==> src/rtl/pacman_collision_ctrl.sv <==
// Pac-Man catch detector and death / respawn / game-over sequencer.
// Define PACMAN_SWAP_DETECT_EN to also catch player/ghost pass-throughs on the same edge.
module pacman_collision_ctrl #(
   parameter int NUM_GHOSTS     = 4,
   parameter int X_W            = 10,
   parameter int Y_W            = 9,
   parameter int INIT_LIVES     = 3,
   parameter int DEATH_CYCLES   = 25_000_000,
   parameter int RESPAWN_CYCLES = 2
) (
   input  logic                      clk,
   input  logic                      reset,
   input  logic [X_W-1:0]            player_x,
   input  logic [Y_W-1:0]            player_y,
   input  logic [NUM_GHOSTS*X_W-1:0] ghost_x,
   input  logic [NUM_GHOSTS*Y_W-1:0] ghost_y,
   input  logic                      start,
   output logic [1:0]                lives,
   output logic                      freeze,
   output logic                      ghost_reset_n,
   output logic                      player_reset_n,
   output logic                      death_pulse,
   output logic [NUM_GHOSTS-1:0]     hit_mask,
   output logic                      game_over
);

   localparam int MAX_CNT = (DEATH_CYCLES > RESPAWN_CYCLES) ? DEATH_CYCLES : RESPAWN_CYCLES;
   localparam int CNT_W   = $clog2(MAX_CNT + 1);

   typedef enum logic [1:0] {PLAY, DYING, RESPAWN, GAME_OVER} state_e;

   state_e                  state_q, state_d;
   logic [CNT_W-1:0]        cnt_q, cnt_d;
   logic [1:0]              lives_q, lives_d;
   logic                    freeze_q, freeze_d;
   logic                    grst_n_q, grst_n_d;
   logic                    prst_n_q, prst_n_d;
   logic                    pulse_q, pulse_d;
   logic [NUM_GHOSTS-1:0]   mask_q, mask_d;
   logic                    over_q, over_d;
   logic [NUM_GHOSTS-1:0]   hit;
   logic                    any_hit;

`ifdef PACMAN_SWAP_DETECT_EN
   logic                             prev_valid_q;
   logic [X_W-1:0]                   prev_px_q;
   logic [Y_W-1:0]                   prev_py_q;
   logic [NUM_GHOSTS-1:0][X_W-1:0]   prev_gx_q;
   logic [NUM_GHOSTS-1:0][Y_W-1:0]   prev_gy_q;

   // History is only trusted after one full PLAY cycle, so stale pre-death positions never match.
   always_ff @(posedge clk or negedge reset) begin
      if (!reset) begin
         prev_valid_q <= 1'b0;
         prev_px_q    <= '0;
         prev_py_q    <= '0;
         prev_gx_q    <= '0;
         prev_gy_q    <= '0;
      end else if (state_q == PLAY) begin
         prev_valid_q <= ~any_hit;
         prev_px_q    <= player_x;
         prev_py_q    <= player_y;
         prev_gx_q    <= ghost_x;
         prev_gy_q    <= ghost_y;
      end else begin
         prev_valid_q <= 1'b0;
      end
   end
`endif

   for (genvar g = 0; g < NUM_GHOSTS; g++) begin : g_cmp
      logic direct;
      assign direct = (ghost_x[g*X_W +: X_W] == player_x) &&
                      (ghost_y[g*Y_W +: Y_W] == player_y);
`ifdef PACMAN_SWAP_DETECT_EN
      logic swap;
      assign swap = prev_valid_q &&
                    (ghost_x[g*X_W +: X_W] == prev_px_q) &&
                    (ghost_y[g*Y_W +: Y_W] == prev_py_q) &&
                    (player_x == prev_gx_q[g]) &&
                    (player_y == prev_gy_q[g]);
      assign hit[g] = direct | swap;
`else
      assign hit[g] = direct;
`endif
   end

   assign any_hit = |hit;

   always_comb begin
      state_d  = state_q;
      cnt_d    = cnt_q;
      lives_d  = lives_q;
      freeze_d = freeze_q;
      grst_n_d = grst_n_q;
      prst_n_d = prst_n_q;
      pulse_d  = 1'b0;
      mask_d   = mask_q;
      over_d   = over_q;
      unique case (state_q)
         PLAY: begin
            if (any_hit) begin
               state_d  = DYING;
               lives_d  = (lives_q != 2'd0) ? lives_q - 2'd1 : 2'd0;
               pulse_d  = 1'b1;
               mask_d   = hit;
               freeze_d = 1'b1;
               cnt_d    = CNT_W'(DEATH_CYCLES - 1);
            end
         end
         DYING: begin
            if (cnt_q == '0) begin
               if (lives_q == 2'd0) begin
                  state_d = GAME_OVER;
                  over_d  = 1'b1;
               end else begin
                  state_d  = RESPAWN;
                  cnt_d    = CNT_W'(RESPAWN_CYCLES - 1);
                  grst_n_d = 1'b0;
                  prst_n_d = 1'b0;
               end
            end else begin
               cnt_d = cnt_q - 1'b1;
            end
         end
         RESPAWN: begin
            if (cnt_q == '0) begin
               state_d  = PLAY;
               grst_n_d = 1'b1;
               prst_n_d = 1'b1;
               freeze_d = 1'b0;
               mask_d   = '0;
            end else begin
               cnt_d = cnt_q - 1'b1;
            end
         end
         GAME_OVER: begin
            if (start) begin
               state_d  = RESPAWN;
               lives_d  = 2'(INIT_LIVES);
               over_d   = 1'b0;
               cnt_d    = CNT_W'(RESPAWN_CYCLES - 1);
               grst_n_d = 1'b0;
               prst_n_d = 1'b0;
               freeze_d = 1'b1;
            end
         end
         default: state_d = PLAY;
      endcase
   end

   always_ff @(posedge clk or negedge reset) begin
      if (!reset) begin
         state_q  <= PLAY;
         cnt_q    <= '0;
         lives_q  <= 2'(INIT_LIVES);
         freeze_q <= 1'b0;
         grst_n_q <= 1'b1;
         prst_n_q <= 1'b1;
         pulse_q  <= 1'b0;
         mask_q   <= '0;
         over_q   <= 1'b0;
      end else begin
         state_q  <= state_d;
         cnt_q    <= cnt_d;
         lives_q  <= lives_d;
         freeze_q <= freeze_d;
         grst_n_q <= grst_n_d;
         prst_n_q <= prst_n_d;
         pulse_q  <= pulse_d;
         mask_q   <= mask_d;
         over_q   <= over_d;
      end
   end

   assign lives          = lives_q;
   assign freeze         = freeze_q;
   assign ghost_reset_n  = grst_n_q;
   assign player_reset_n = prst_n_q;
   assign death_pulse    = pulse_q;
   assign hit_mask       = mask_q;
   assign game_over      = over_q;

endmodule

==> config.mk <==
export PLATFORM = sky130hd
export DESIGN_NAME = pacman_collision_ctrl
export DESIGN_NICKNAME = d
export VERILOG_FILES = /design/src/rtl/pacman_collision_ctrl.sv
export SDC_FILE = /design/constraint.sdc
export NUM_CORES = 1
export LEC_CHECK = 0
export CAP_MARGIN = 40
export CORE_MARGIN = 3
export CORE_UTILIZATION = 51
export CTS_BUF_LIST = sky130_fd_sc_hd__clkbuf_2
export DETAILED_ROUTE_END_ITERATION = 8
export GPL_TIMING_DRIVEN = 0
export PLACE_DENSITY = 0.89
export SYNTH_ARGS = -nofsm -noshare
export SYNTH_HDL_FRONTEND = slang
export SYNTH_SLANG_ARGS = --single-unit
==> constraint.sdc <==
create_clock -name clk -period 5.37 [get_ports clk]
set_clock_uncertainty 0.1 [all_clocks]
set_input_delay 1.3425 -clock clk [delete_from_list [all_inputs] [get_ports clk]]
set_output_delay 1.3425 -clock clk [all_outputs]
set_load 0.01 [all_outputs]
==> results of run 1 <==
==> flip-flops by register name, summed over array words and instances, names as in the netlist <==
name,cells
cnt_q,25
death_pulse,1
freeze,1
game_over,1
hit_mask,4
lives,2
player_reset_n,1
state_q,2
==> synth_stat cells, types with 3 or more instances <==
cell type / n / area (um^2)
nand2_1: 23 / 86.3
o21ai_1: 7 / 35.0
nor3_1: 10 / 50.1
clkbuf_1: 22 / 82.6
o311ai_0: 3 / 26.3
nor2_1: 32 / 120
nor4_1: 6 / 37.5
and3_1: 4 / 25.0
xnor2_1: 76 / 666
dfstp_2: 3 / 78.8
a22o_1: 4 / 35.0
dfrtp_1: 34 / 851
inv_1: 9 / 33.8
nor2b_1: 3 / 18.8
nand3_1: 4 / 20.0
or3_1: 7 / 43.8
nand4_1: 24 / 150
o211ai_1: 3 / 22.5
o22ai_1: 5 / 31.3
a2bb2oi_1: 6 / 52.6
buf_1: 4 / 15.0
o21ai_0: 17 / 85.1
a31oi_1: 10 / 62.6
a21oi_1: 29 / 145
==> layout make-up <==
type	instances	area, um^2	share of cell area, %
well taps	72	90.1	2.19
multi-input cells	302	1990	48.5
inverters	10	37.5	0.914
flip-flops and latches	37	930	22.6
plain buffers	32	145	3.53
clock buffers	7	35.0	0.853
clock inverters	1	3.75	0.0914
repair buffers	88	876	21.3
==> placed cells by master, fill, tap and decap left out, types with 4 or more instances in the layout <==
cell / Yosys / routed
clkdlybuf4s50_1: 0 / 87
xnor2_1: 76 / 76
dfrtp_1: 34 / 34
nor2_1: 32 / 32
a21oi_1: 29 / 29
nand4_1: 24 / 24
nand2_1: 23 / 23
clkbuf_1: 22 / 22
o21ai_0: 17 / 17
nor3_1: 10 / 10
a31oi_1: 10 / 10
inv_1: 9 / 9
clkbuf_2: 1 / 8
or3_1: 7 / 7
o21ai_1: 7 / 7
nor4_1: 6 / 6
a2bb2oi_1: 6 / 6
o22ai_1: 5 / 5
buf_1: 4 / 4
and3_1: 4 / 4
nand3_1: 4 / 4
a22o_1: 4 / 4
==> worst min-delay path by stage <==
| stage | from | slack (ns) | end | cells after the start |
|---|---|---|---|---|
| finish | cnt_q[24] | 0.43 | cnt_q[24] | 2 |
| global route | cnt_q[24] | 0.45 | cnt_q[24] | 2 |
| CTS | cnt_q[24] | 0.42 | cnt_q[24] | 2 |
| detailed placement | cnt_q[24] | 0.39 | cnt_q[24] | 2 |
| global placement | cnt_q[24] | 0.37 | cnt_q[24] | 2 |
| floorplan | cnt_q[24] | 0.36 | cnt_q[24] | 2 |
==> worst reg2reg max path: cells and delay by family, from the launching register on <==
family,cells,cell delay (ns)
AOI/OAI and AO/OA,3,0.69
adders and majority gates,1,0.23
buffers and inverters,1,0.07
DFF,1,0.42
and+or+nand+nor,4,1.55
==> cell families (layout without fill, tap and decap cells) <==
group | after synthesis | in the layout | synth area share [%]
adder cells (fa/ha/maj) | 3 | 3 | 1.05
XOR/XNOR | 76 | 76 | 21.5
buffers and inverters | 42 | 138 | 5.89
multiplexers | 2 | 2 | 0.685
AND/OR/NAND/NOR | 127 | 127 | 21.9
flip-flops | 37 | 37 | 30.0
AO/OA/AOI/OAI | 94 | 94 | 19.1
==> routing by layer <==
metal	up-vias	GRT usage (%)	share of wire (%)
met5	-	0	0
met4	0	10.4	3.2
met3	37	5.92	7.9
met2	208	49.9	52
met1	1560	30.1	37
li1	1557	-	-
==> power groups by stage <==
stage	Clock, mW	Sequential [mW]	Combinational, mW
6_report	0.128	0.353	0.277
5_1_grt	0.138	0.359	0.302
4_1_cts	0.126	0.351	0.275
3_5_place_dp	0	0.356	0.275
3_3_place_gp	0	0.353	0.266
2_1_floorplan	0	0.346	0.171
==> summary.md, run 1 <==
| Metric | Value |
|---|---|
| Worst setup margin | `1.60 ns` |
| Setup Fix Bufs, Post-CTS | `0` |
| Die extent in y | `84 um` |
| Setup Viol. Count Final | `0` |
| Max cap viols | `0` |
| P_leak | `1.51 nW` |
| Mapped Area | `3100 um^2` |
| Post-route minimum period | `3.77 ns` |
| Latest clock arrival within the worst-skew pair | `0.39 ns` |
| Initial Utilization | `54.4%` |
| FMAX | `265 MHz` |
| Synthesized flop and latch total | `37` |
| Number of gates resized after CTS | `0` |
| RR Endpoint | `cnt_q[23]` |
| Proportion of layout cells with a drive suffix above 1 | `4.82%` |
| Pre-CTS setup slack | `1.22 ns` |
| RR Startpoint | `cnt_q[0]` |
| CP startpoint kind | `primary input` |
| DRT iter0 DRCs | `396` |
| Final slew viol count | `0` |
| Post-route DRC | `0` |
| Power per cell area | `185 nW/um^2` |
| Syn Nets | `480` |
| Register area share after synthesis | `30.0%` |
| Mapped Avg Cell Area | `8.14 um^2` |
| # hold bufs at CTS | `0` |
| Initial antenna violation count | `0` |
| CTS tree | `yes` |
| DIE AREA | `7060 um^2` |
| Switching component of the power | `265 uW` |
| Max VDD drop | `0.112 mV` |
| Crit path largest cell delay | `0.44 ns` |
| Combinational fraction of design power | `36.6%` |
| Num ports | `109` |
| Synth cell types | `54` |
| Layout area overhead | `32.4%` |
| Ys flop type | `dfrtp_1` |
| Global-route wire length before repair | `15700 um` |
| Site Rows | `27` |
| Final setup TNS | `0 ns` |
| Net Sw Frac | `35.0%` |
| Final worst-path cycle share | `70.3%` |
| EDFF count, synth | `0` |
| R2R setup slack | `2.22 ns` |
| Crit path max-delay cell type | `clkdlybuf4s50_1` |
| DR vias/cell | `6.12` |
| Clk sinks | `37` |
| Crit-path leading delay family | `buffers and inverters` |
| Crit path to | `cnt_q[19]` |
| Final WL | `9610 um` |
| Detailed placement HPWL | `7750 um` |
| Pre-antenna DRT Iters | `6` |
| Clock Power Share | `16.8%` |
| TritonCTS Buffers | `5` |
| Diode count | `0` |
| Final Util | `71.9%` |
| Core ar. | `5710 um^2` |
| Hold Slack | `0.426 ns` |
| Largest net degree at the start of global routing | `38` |
| WP buf/inv | `3` |
| CP Cell Sequence | `clkdlybuf4s50_1 > xnor2_1 > nand4_1 > nor4_1 > nand4_1 > and4_1 > clkbuf_1 > a21oi_1 > clkbuf_1 > a2bb2oi_1` |
| Non-Filler Instances | `549` |
| Final ANT Viol Nets | `0` |
| CTS H-tree lvls | `2` |
| Max Root-Sink Buffers | `2` |
| Global placement routability congestion | `0.911` |
| Fillers | `430` |
| Worst endpoint required time | `5.58 ns` |
| Root Buffer Master | `clkbuf_2` |
| Routed WL per cell | `17.5 um` |
| RSZ-0062 raised after global routing | `no` |
| Slew @ Worst Pin | `0.816 ns` |
| Vias in the first global route | `3431` |
| Sequential power share | `46.6%` |
| Placement Cell Area | `4070 um^2` |
| Cells after Synth | `381` |
| Overflow after GRT | `0` |
| Placed instance count | `541` |
| Worst EP arrival | `3.98 ns` |
| Final #Nets | `575` |
| Input/output buffers | `88` |
| Critical path depth | `10` |
| Share of flip-flops with an asynchronous set or reset | `100%` |
| Status | `complete, no violations` |
| Slew margin rel. | `45.1%` |
| Endpoints failing hold | `0` |
| Yosys warns | `0` |
| Via Count | `3362` |
| Internal power | `493 uW` |
| Crit path from | `ghost_y[23]` |
| Worst Setup End Kind | `flop` |
| Min-Delay Path Class | `reg2reg` |
| Clk pin slew, worst setup/hold paths | `0.19 ns` |
| R2r worst-path depth | `9` |
| GRT Total Usage | `27.1%` |
| Die X | `84 um` |
| Critical path class | `in2reg` |
| Cell area after layout | `4110 um^2` |
| Final Total Pwr | `758 uW` |
| Crit-path max FO | `10` |
Power figures use the tool's default switching activity.
==> run 2, diff against run 1 <==
- CORE_UTILIZATION: 51 -> 43
- PLACE_DENSITY: 0.89 -> 0.8
- clock period: 5.37 -> 3.1 ns (I/O delays scaled with it)
==> run 2 against run 1 <==
Power rose by 72%. Utilization is 12 points lower. Routed wire length up 0.95%. Global-route usage shrank 4.0 points. Critical path depth stayed put. Register-to-register slack worse by 2.0 ns. Via count fell by 1.9%. Die area grew 17%. Critical path type unchanged.
==> summary.md, run 2 (synthesis gave the netlist of run 1 again) <==
| Metric | Value |
|---|---|
| Latest clock arrival within the worst-skew pair | `0.40 ns (was 0.39 ns)` |
| Placed instance count | `565 (was 541)` |
| Global-route wire length before repair | `15600 um (was 15700 um)` |
| Worst Setup End Kind | `flop (unchanged)` |
| Flip-flop count of the largest register after layout | `25 (unchanged)` |
| Cell mode on critical path | `nand4_1` |
| Final Total Pwr | `1.30 mW (was 758 uW)` |
| DR vias/cell | `5.74 (was 6.12)` |
| Input/output buffers | `88 (unchanged)` |
| Most frequent cells in the layout | `clkdlybuf4s50_1 (87), xnor2_1 (76), dfrtp_1 (34) (unchanged)` |
| CTS tree | `yes (unchanged)` |
| Pre-antenna DRT Iters | `5 (was 6)` |
| Min-Delay Path Class | `in2async (was reg2reg)` |
| FMAX | `341 MHz` |
| Largest Register | `cnt_q (unchanged)` |
| Via Count | `3297 (was 3362)` |
| Crit-path max FO | `10 (unchanged)` |
| Crit-path leading delay family | `buffers and inverters (unchanged)` |
| Slew margin rel. | `36.8% (was 45.1%)` |
| Core ar. | `6910 um^2 (was 5710 um^2)` |
| Endpoints failing hold | `0 (unchanged)` |
| Largest net degree at the start of global routing | `38 (unchanged)` |
| Global placement routability congestion | `0.871 (was 0.911)` |
| CP startpoint kind | `primary input (unchanged)` |
| P_leak | `1.51 nW (about the same)` |
| Die X | `91.0 um (was 84 um)` |
| GRT Total Usage | `23.1% (was 27.1%)` |
| Clk pin slew, worst setup/hold paths | `0.21 ns (was 0.19 ns)` |
| Crit path max-delay cell type | `clkdlybuf4s50_1 (unchanged)` |
| Crit path largest cell delay | `0.49 ns (was 0.44 ns)` |
| Final worst-path cycle share | `94.5%` |
| Layout area overhead | `34.2% (was 32.4%)` |
| Clk sinks | `37 (unchanged)` |
| Status | `complete, no violations (unchanged)` |
| Final WL | `9700 um (was 9610 um)` |
| Final ANT Viol Nets | `0 (unchanged)` |
| Root Buffer Master | `clkbuf_2 (unchanged)` |
| Worst endpoint required time | `3.33 ns (was 5.58 ns)` |
| Num ports | `109 (unchanged)` |
| CP Cell Sequence | `clkdlybuf4s50_1 > xnor2_1 > nand4_1 > nor4_1 > nand4_1 > and4_1 > clkbuf_1 > a21oi_2 > clkbuf_4 > a2bb2oi_1 (was clkdlybuf4s50_1 > xnor2_1 > nand4_1 > nor4_1 > nand4_1 > and4_1 > clkbuf_1 > a21oi_1 > clkbuf_1 > a2bb2oi_1)` |
| TritonCTS Buffers | `5 (unchanged)` |
| Power per cell area | `313 nW/um^2 (was 185 nW/um^2)` |
| Routed WL per cell | `16.9 um (was 17.5 um)` |
| Non-Filler Instances | `574 (was 549)` |
| Max cap viols | `0 (unchanged)` |
| Initial antenna violation count | `0 (unchanged)` |
| CTS H-tree lvls | `2 (unchanged)` |
| Detailed placement HPWL | `7770 um (was 7750 um)` |
| Final slew viol count | `0 (unchanged)` |
| Initial Utilization | `44.9% (was 54.4%)` |
| DIE AREA | `8270 um^2 (was 7060 um^2)` |
| RSZ-0062 raised after global routing | `no (unchanged)` |
| Max VDD drop | `0.157 mV (was 0.112 mV)` |
| Post-route DRC | `0 (unchanged)` |
| # hold bufs at CTS | `0 (unchanged)` |
| Max Root-Sink Buffers | `2 (unchanged)` |
| Die extent in y | `91.0 um (was 84 um)` |
| Commonest non-fill, non-tap cell in the layout | `clkdlybuf4s50_1 (unchanged)` |
| Setup Viol. Count Final | `0 (unchanged)` |
| Slew @ Worst Pin | `0.939 ns (was 0.816 ns)` |
| Vias in the first global route | `3357 (was 3431)` |
| Diode count | `0 (unchanged)` |
| DRT iter0 DRCs | `150 (was 396)` |
| Critical path class | `in2reg (unchanged)` |
| Final #Nets | `577 (was 575)` |
| Post-route minimum period | `2.93 ns` |
| Proportion of layout cells with a drive suffix above 1 | `5.44% (was 4.82%)` |
| Overflow after GRT | `0 (unchanged)` |
| Worst EP arrival | `3.16 ns (was 3.98 ns)` |
| Site Rows | `30 (was 27)` |
| WP buf/inv | `3 (unchanged)` |
[run 2: changes by cell type in the layout (fill, tap and decap cells not counted)]
cell / previous run / this run
a21oi_1: 29 / 28
clkbuf_1: 22 / 21
buf_4: 2 / 4
a21oi_2: 0 / 1
clkinvlp_4: 0 / 1
nand3_4: 0 / 1
nand3_2: 1 / 0
clkbuf_2: 8 / 6
clkbuf_4: 0 / 1
[run 2: path summary, 6_finish.rpt]
kind	start	endpoint	slack, ns	depth (start not counted)
min in group clk	cnt_q[24]	cnt_q[24]	0.43	2
worst max-delay path	ghost_x[21]	cnt_q[18]	0.17	10
worst max register to register	state_q[0]	cnt_q[9]	0.23	8
max in group asynchronous	reset	state_q[1]	2.02	1
worst min-delay path	reset	death_pulse	0.34	1
worst min register to register	cnt_q[24]	cnt_q[24]	0.43	2
[run 2: worst reg2reg max path, cell delays in order, from the launching register on]
cell,delay (ns)
dfrtp_1,0.37
clkbuf_1,0.36
nand2b_1,0.19
nor3_1,0.59
o2111ai_1,0.23
o21ai_1,0.34
buf_2,0.34
nor2_1,0.08
a31oi_1,0.18
[run 2: what timing repair did]
| item | CTS | global route |
|---|---|---|
| pin swaps | 0 | 1 |
| gates resized for setup | 1 | 4 |
| setup buffers | 0 | 2 |
| hold endpoints to repair | 0 | 0 |
| setup endpoints to repair | 10 | 19 |
[run 2: layout make-up]
type | count | area (um^2)
fill | 637 | 2740
clock inverter | 2 | 11.3
multi-input combinational | 302 | 2000
buffer | 32 | 149
timing repair buffer | 90 | 891
sequential | 37 | 930
clock buffer | 5 | 25.0
inverter | 10 | 37.5
tap | 96 | 120
[run 2: metal layers]
metal,vias up,GRT usage (%),wire length (um)
met5,-,0,0
met4,0,7.16,164
met3,15,4.81,737
met2,169,44.9,5150
met1,1551,24.5,3640
li1,1562,-,-
[run 2: power by group]
group          switching [mW]  internal (mW)  leakage, nW
clock network           0.165         0.0486       0.0225
registers              0.0722          0.538        0.445
logic                   0.223          0.258         1.05
[run 2: metrics by stage]
step | hold WS, ns | util, % | setup TNS, ns | area [um^2] | setup slack (ns)
floorplan | 0.355 | - | 0 | 3100 | 0.319
global placement | 0.372 | 59.4 | -5.31 | 4100 | -0.508
detailed placement | 0.402 | 59.3 | -5.27 | 4100 | -0.534
CTS | 0.361 | 59.9 | 0 | 4140 | 0.0284
global route | 0.366 | 60.3 | 0 | 4170 | 0.0167
finish | 0.340 | 60.3 | 0 | 4170 | 0.171
